File: src/rtl/mem_bus_arbiter_pkg.sv
// Shared types and constants for the I-cache/D-cache to memory-port arbiter.
package mem_bus_arbiter_pkg;

    localparam int XLEN      = 32;
    localparam int MEM_TAG_W = 4;

    typedef enum logic [1:0] {
        BUS_NONE  = 2'h0,
        BUS_LOAD  = 2'h1,
        BUS_STORE = 2'h2
    } bus_command_e;

    typedef enum logic [1:0] {
        BYTE   = 2'h0,
        HALF   = 2'h1,
        WORD   = 2'h2,
        DOUBLE = 2'h3
    } mem_size_e;

    // Owner encoding stored per outstanding tag.
    localparam logic ARB_REQ_IC = 1'b0;
    localparam logic ARB_REQ_DC = 1'b1;

    function automatic logic [31:0] sat_inc32(input logic [31:0] v, input logic en);
        return (en && (v != 32'hFFFF_FFFF)) ? v + 32'd1 : v;
    endfunction

endpackage

File: src/rtl/mem_bus_arbiter_tag_table.sv
// Per-tag owner table: allocate port records load owners, lookup port routes and frees them.
module arb_tag_table
    import mem_bus_arbiter_pkg::*;
#(
    parameter int NUM_TAGS = 16,
    parameter int TAG_W    = MEM_TAG_W
) (
    input  logic             clock,
    input  logic             reset,
    input  logic             alloc_en,
    input  logic [TAG_W-1:0] alloc_tag,
    input  logic             alloc_is_dc,
    input  logic [TAG_W-1:0] lookup_tag,
    output logic             lookup_hit,
    output logic             lookup_is_dc
);

    logic [NUM_TAGS-1:0] owner_valid_q, owner_valid_d;
    logic [NUM_TAGS-1:0] owner_is_dc_q, owner_is_dc_d;

    always_comb begin
        lookup_hit   = 1'b0;
        lookup_is_dc = 1'b0;
        if ((lookup_tag != '0) && (int'(lookup_tag) < NUM_TAGS)) begin
            lookup_hit   = owner_valid_q[lookup_tag];
            lookup_is_dc = owner_is_dc_q[lookup_tag];
        end
    end

    // Free first, then allocate, so a tag returned and re-issued in one cycle stays valid.
    always_comb begin
        owner_valid_d = owner_valid_q;
        owner_is_dc_d = owner_is_dc_q;
        if (lookup_hit) begin
            owner_valid_d[lookup_tag] = 1'b0;
        end
        if (alloc_en && (alloc_tag != '0) && (int'(alloc_tag) < NUM_TAGS)) begin
            owner_valid_d[alloc_tag] = 1'b1;
            owner_is_dc_d[alloc_tag] = alloc_is_dc;
        end
    end

    always_ff @(posedge clock or posedge reset) begin
        if (reset) begin
            owner_valid_q <= '0;
            owner_is_dc_q <= '0;
        end else begin
            owner_valid_q <= owner_valid_d;
            owner_is_dc_q <= owner_is_dc_d;
        end
    end

endmodule

File: src/rtl/mem_bus_arbiter.sv
// Two-requester memory-port arbiter with D-cache priority and I-cache anti-starvation.
// Define ARB_STATS_EN to add saturating grant/stall/unknown-tag counters.
module mem_bus_arbiter
    import mem_bus_arbiter_pkg::*;
#(
    parameter int NUM_TAGS     = 16,
    parameter int STARVE_LIMIT = 8
) (
    input  logic                 clock,
    input  logic                 reset,
    input  logic [1:0]           ic2arb_command,
    input  logic [XLEN-1:0]      ic2arb_addr,
    input  logic [1:0]           ic2arb_size,
    output logic [MEM_TAG_W-1:0] arb2ic_response,
    output logic [63:0]          arb2ic_data,
    output logic [MEM_TAG_W-1:0] arb2ic_tag,
    input  logic [1:0]           dc2arb_command,
    input  logic [XLEN-1:0]      dc2arb_addr,
    input  logic [63:0]          dc2arb_data,
    input  logic [1:0]           dc2arb_size,
    output logic [MEM_TAG_W-1:0] arb2dc_response,
    output logic [63:0]          arb2dc_data,
    output logic [MEM_TAG_W-1:0] arb2dc_tag,
    output logic [1:0]           proc2mem_command,
    output logic [XLEN-1:0]      proc2mem_addr,
    output logic [63:0]          proc2mem_data,
    output logic [1:0]           proc2mem_size,
    input  logic [MEM_TAG_W-1:0] mem2proc_response,
    input  logic [63:0]          mem2proc_data,
    input  logic [MEM_TAG_W-1:0] mem2proc_tag
`ifdef ARB_STATS_EN
    ,
    output logic [31:0]          arb_stats_ic_grants,
    output logic [31:0]          arb_stats_dc_grants,
    output logic [31:0]          arb_stats_ic_stall,
    output logic [31:0]          arb_stats_unknown
`endif
);

    localparam int CNT_W = $clog2(STARVE_LIMIT + 1);
    localparam logic [CNT_W-1:0] STARVE_MAX = CNT_W'(STARVE_LIMIT);

    logic [CNT_W-1:0] starve_cnt_q, starve_cnt_d;
    logic ic_req, dc_req, grant_ic, grant_dc;
    logic alloc_en, lookup_hit, lookup_is_dc;

    assign ic_req   = (ic2arb_command != BUS_NONE);
    assign dc_req   = (dc2arb_command != BUS_NONE);
    assign grant_dc = dc_req && !(ic_req && (starve_cnt_q >= STARVE_MAX));
    assign grant_ic = ic_req && !grant_dc;

    always_comb begin
        proc2mem_command = BUS_NONE;
        proc2mem_addr    = '0;
        proc2mem_data    = '0;
        proc2mem_size    = '0;
        arb2ic_response  = '0;
        arb2dc_response  = '0;
        if (grant_dc) begin
            proc2mem_command = dc2arb_command;
            proc2mem_addr    = dc2arb_addr;
            proc2mem_data    = dc2arb_data;
            proc2mem_size    = dc2arb_size;
            arb2dc_response  = mem2proc_response;
        end else if (grant_ic) begin
            proc2mem_command = ic2arb_command;
            proc2mem_addr    = ic2arb_addr;
            proc2mem_size    = ic2arb_size;
            arb2ic_response  = mem2proc_response;
        end
    end

    // Only loads get data back, so only accepted loads claim a tag.
    assign alloc_en = (proc2mem_command == BUS_LOAD) && (mem2proc_response != '0);

    arb_tag_table #(
        .NUM_TAGS (NUM_TAGS),
        .TAG_W    (MEM_TAG_W)
    ) u_tag_table (
        .clock        (clock),
        .reset        (reset),
        .alloc_en     (alloc_en),
        .alloc_tag    (mem2proc_response),
        .alloc_is_dc  (grant_dc ? ARB_REQ_DC : ARB_REQ_IC),
        .lookup_tag   (mem2proc_tag),
        .lookup_hit   (lookup_hit),
        .lookup_is_dc (lookup_is_dc)
    );

    always_comb begin
        arb2ic_data = '0;
        arb2ic_tag  = '0;
        arb2dc_data = '0;
        arb2dc_tag  = '0;
        if (lookup_hit) begin
            if (lookup_is_dc == ARB_REQ_DC) begin
                arb2dc_data = mem2proc_data;
                arb2dc_tag  = mem2proc_tag;
            end else begin
                arb2ic_data = mem2proc_data;
                arb2ic_tag  = mem2proc_tag;
            end
        end
    end

    always_comb begin
        starve_cnt_d = '0;
        if (ic_req && !grant_ic) begin
            starve_cnt_d = (starve_cnt_q >= STARVE_MAX) ? STARVE_MAX : starve_cnt_q + 1'b1;
        end
    end

    always_ff @(posedge clock or posedge reset) begin
        if (reset) begin
            starve_cnt_q <= '0;
        end else begin
            starve_cnt_q <= starve_cnt_d;
        end
    end

`ifdef ARB_STATS_EN
    logic [31:0] ic_grants_q, ic_grants_d;
    logic [31:0] dc_grants_q, dc_grants_d;
    logic [31:0] ic_stall_q, ic_stall_d;
    logic [31:0] unknown_q, unknown_d;

    always_comb begin
        ic_grants_d = sat_inc32(ic_grants_q, grant_ic);
        dc_grants_d = sat_inc32(dc_grants_q, grant_dc);
        ic_stall_d  = sat_inc32(ic_stall_q, ic_req && !grant_ic);
        unknown_d   = sat_inc32(unknown_q, (mem2proc_tag != '0) && !lookup_hit);
    end

    always_ff @(posedge clock or posedge reset) begin
        if (reset) begin
            ic_grants_q <= '0;
            dc_grants_q <= '0;
            ic_stall_q  <= '0;
            unknown_q   <= '0;
        end else begin
            ic_grants_q <= ic_grants_d;
            dc_grants_q <= dc_grants_d;
            ic_stall_q  <= ic_stall_d;
            unknown_q   <= unknown_d;
        end
    end

    assign arb_stats_ic_grants = ic_grants_q;
    assign arb_stats_dc_grants = dc_grants_q;
    assign arb_stats_ic_stall  = ic_stall_q;
    assign arb_stats_unknown   = unknown_q;
`else
    // Statistics counters are not built in this configuration.
`endif

endmodule

File: config.mk
export PLATFORM = sky130hd
export DESIGN_NAME = mem_bus_arbiter
export DESIGN_NICKNAME = d
export VERILOG_FILES = /design/src/rtl/mem_bus_arbiter_pkg.sv /design/src/rtl/mem_bus_arbiter_tag_table.sv /design/src/rtl/mem_bus_arbiter.sv
export SDC_FILE = /design/constraint.sdc
export NUM_CORES = 1
export LEC_CHECK = 0
export CORE_AREA = 5 5 176 178
export DETAILED_ROUTE_END_ITERATION = 7
export DIE_AREA = 0 0 181 183
export PLACE_DENSITY = 0.52
export SYNTH_ARGS = -nofsm -noshare
export SYNTH_HDL_FRONTEND = slang
export SYNTH_SLANG_ARGS = --single-unit
File: constraint.sdc
create_clock -name clock -period 2.8 [get_ports clock]
set_input_delay 0.56 -clock clock [delete_from_list [all_inputs] [get_ports clock]]
set_output_delay 0.56 -clock clock [all_outputs]
set_load 0.01 [all_outputs]
==> impl_metrics.env <==
export IMPL_required_ns=2.24
export IMPL_cts_buffers=5
export IMPL_drv_slew=0
export IMPL_fin_crit_ns=2.97
export IMPL_holdCritStartpoint="u_tag_table.owner_is_dc_q[0]"
export IMPL_drt_initial_drc_count=358
export IMPL_numClockSinks=36
export IMPL_cts_root_buf="clkbuf_16"
export IMPL_cts_buffer_depth=2
export IMPL_synth_cell_types=43
export IMPL_rsz0062_at_grt="true"
export IMPL_antenna_found_initial=4
export IMPL_grt_use_total=0.198
export IMPL_routed_wl_um=37400
export IMPL_synth_net_count=841
export IMPL_boundaryPins=454
export IMPL_fin_skew_ns=0.00690
export IMPL_rows=63
export IMPL_period_share=1.06
export IMPL_layout_setup_ws_ns=-0.171
export IMPL_reg2reg_from="starve_cnt_q[3]"
export IMPL_start_kind="input pin"
export IMPL_crit_type="input pin to output pin"
export IMPL_hold_end="u_tag_table.owner_is_dc_q[0]"
export IMPL_vias=7614
export IMPL_clk_pin_slew_ns=0.05
export IMPL_drc=0
export IMPL_cts_tree="done"
export IMPL_die_h_um=183
export IMPL_gp_congestion=0.856
export IMPL_grt_pass1_vias=7619
export IMPL_placed_area_um2=9950
export IMPL_reg2reg_depth=5
export IMPL_start_util=0.153
export IMPL_power_leakage_nw=5.89
export IMPL_syn_cell_area_um2=4470
export IMPL_utilization=0.435
export IMPL_h_tree_depth=2
export IMPL_postRouteAntennaNets=0
export IMPL_cp_max_fo=6
export IMPL_final_cell_area_um2=12700
export IMPL_outcome="complete, but fails checks"
export IMPL_port_buffers=453
export IMPL_yosysWarnings=0
export IMPL_max_cap_violations=0
export IMPL_die_w_um=181
export IMPL_worst_slew_pin_slew_ns=0.486
export IMPL_dr_pass1_iters=5
export IMPL_core_area_um2=29200
export IMPL_worstSetupEndpointType="output pin"
export IMPL_power_density_nw_per_um2=423
export IMPL_syn_inst=629
export IMPL_hold_viol_final=0
export IMPL_synth_seq_cells=36
export IMPL_violations="setup timing"
export IMPL_place_ws_ns=-0.945
export IMPL_max_freq_mhz=337
export IMPL_worstSetupStartpoint="mem2proc_tag[0]"
export IMPL_r2r_end="u_tag_table.owner_is_dc_q[12]"
export IMPL_nets=1392
export IMPL_viasPerCell=4.84
export IMPL_dp_hpwl_um=26000
export IMPL_wire_per_inst_um=23.8
export IMPL_dieArea_um2=33100
export IMPL_grt_max_degree=37
export IMPL_syn2layout_area_growth_pct=184
export IMPL_worstHoldPathType="register to register"
export IMPL_gr_total_overflow=0
export IMPL_reg2reg_setup_slack_ns=1.09
export IMPL_arrival_ns=2.41
export IMPL_ir_drop_uv=265
export IMPL_setup_viol=109
export IMPL_slew_headroom=0.676
export IMPL_drive_gt1_frac=0.487
export IMPL_syn_area_per_cell_um2=7.11
export IMPL_hold_depth=0
export IMPL_synth_seq_area_share=0.201
export IMPL_setup_tns_ns=-6.26
export IMPL_insertion_delay_ns=0.28
export IMPL_grt_pass1_wl_um=50700
[through the flow]
stage	hold slack, ns	instances	total power [mW]
after floorplan	0.425	629	1.91
after global placement	0.364	1462	3.43
after detailed placement	0.366	1462	3.44
after CTS	0.378	1546	4.72
after global routing	0.390	1572	5.62
final	0.372	1572	5.38
[per-layer routing]
metal / wire length, µm / share of wire / GRT usage
met5: 28 / 0.00075 / 0
met4: 1130 / 0.030 / 0.0348
met3: 3350 / 0.089 / 0.0643
met2: 20700 / 0.55 / 0.404
met1: 12200 / 0.33 / 0.196
[how the worst max path moves through the flow]
stage	endpoint	slack (ns)	cells after the start
floorplan	arb2ic_data[13]	0.16	7
global placement	arb2ic_data[44]	-0.94	9
detailed placement	arb2ic_data[44]	-0.95	9
CTS	arb2dc_data[35]	-0.27	13
global route	arb2ic_data[1]	-0.24	11
finish	arb2ic_data[53]	-0.17	11
[cells in the mapped netlist, drive strengths merged]
cell     number  share of area
a21oi       130           0.16
o21ai        73          0.082
and2         71          0.099
nand3        65          0.073
clkbuf       43          0.036
buf          39          0.050
a22o         36          0.070
dfrtp        36           0.20
nand2        27          0.023
mux2         15          0.038
nor2         14          0.012
inv           9         0.0075
o2111ai       8          0.016
mux2i         7          0.018
a211oi        6          0.010
mux4          6          0.030
nor2b         6         0.0084
o211ai        6          0.010
o31ai         6          0.010
nor3          5         0.0056
a22oi         3         0.0050
o41ai         3         0.0059
a31oi         2         0.0028
ha            2         0.0056
a21bo         1         0.0022
a21boi        1         0.0017
a221o         1         0.0022
clkinv        1        0.00084
nand2b        1         0.0014
nand4         1         0.0014
nor3b         1         0.0017
o21a          1         0.0017
o22a          1         0.0020
or2           1         0.0014
xnor2         1         0.0020
[cell families (layout without fill, tap and decap cells)]
logic type	count (synthesis)	in the layout	share of synthesized area
compound gates	278	278	0.384
simple gates	192	192	0.226
buf+inv	92	643	0.0948
flops	36	36	0.201
mux	28	28	0.0864
fa+ha+maj	2	2	0.00559
xor+xnor	1	1	0.00196
other cells	0	2	0
[worst max-delay path, stage by stage]
cell and delay, ns:
buf_12 0.09, buf_6 0.09, mux4_2 0.54, a22oi_2 0.22, buf_6 0.18, buf_12 0.14
buf_12 0.12, buf_16 0.13, nand3_1 0.09, a21oi_1 0.11, buf_2 0.15
[cells in the final DEF, fill, tap and decap left out, types with 32 or more instances in the layout]
master             n
and2_1            69
buf_12            39
dfrtp_1           36
clkdlybuf4s50_1  206
buf_2            125
dlygate4sd2_1     39
dlymetal6s2s_1    44
a22o_1            32
a21oi_2          101
buf_6             33
buf_4             71
[cell type report]
cell class | count | area [µm²]
clock inverters | 1 | 5.00
inverters | 10 | 37.5
multi-input cells | 501 | 4430
well taps | 390 | 488
fillers | 2831 | 16500
repair buffers | 626 | 6720
diodes | 2 | 5.00
clock buffers | 6 | 129
flip-flops and latches | 36 | 901
[registers in the layout, summed over array words and instances (netlist names)]
name                       count
u_tag_table.owner_is_dc_q     16
u_tag_table.owner_valid_q     16
starve_cnt_q                   4
[report_power, final]
group	switching [mW]	leakage (nW)	total, mW	internal (mW)
combinational	1.95	5.38	4.12	2.17
clock	0.202	0.0667	0.525	0.323
sequential	0.0827	0.447	0.731	0.648
[what timing repair did]
| item | 4_1_cts | 5_1_grt |
|---|---|---|
| hold buffers | 0 | 0 |
| setup buffers | 49 | 20 |
| gates cloned | 29 | 16 |
| gates resized for setup | 801 | 327 |
| pin swaps | 24 | 46 |
| endpoints found under the setup margin | 229 | 186 |
No activity file was read; power rests on OpenSTA's default activity.
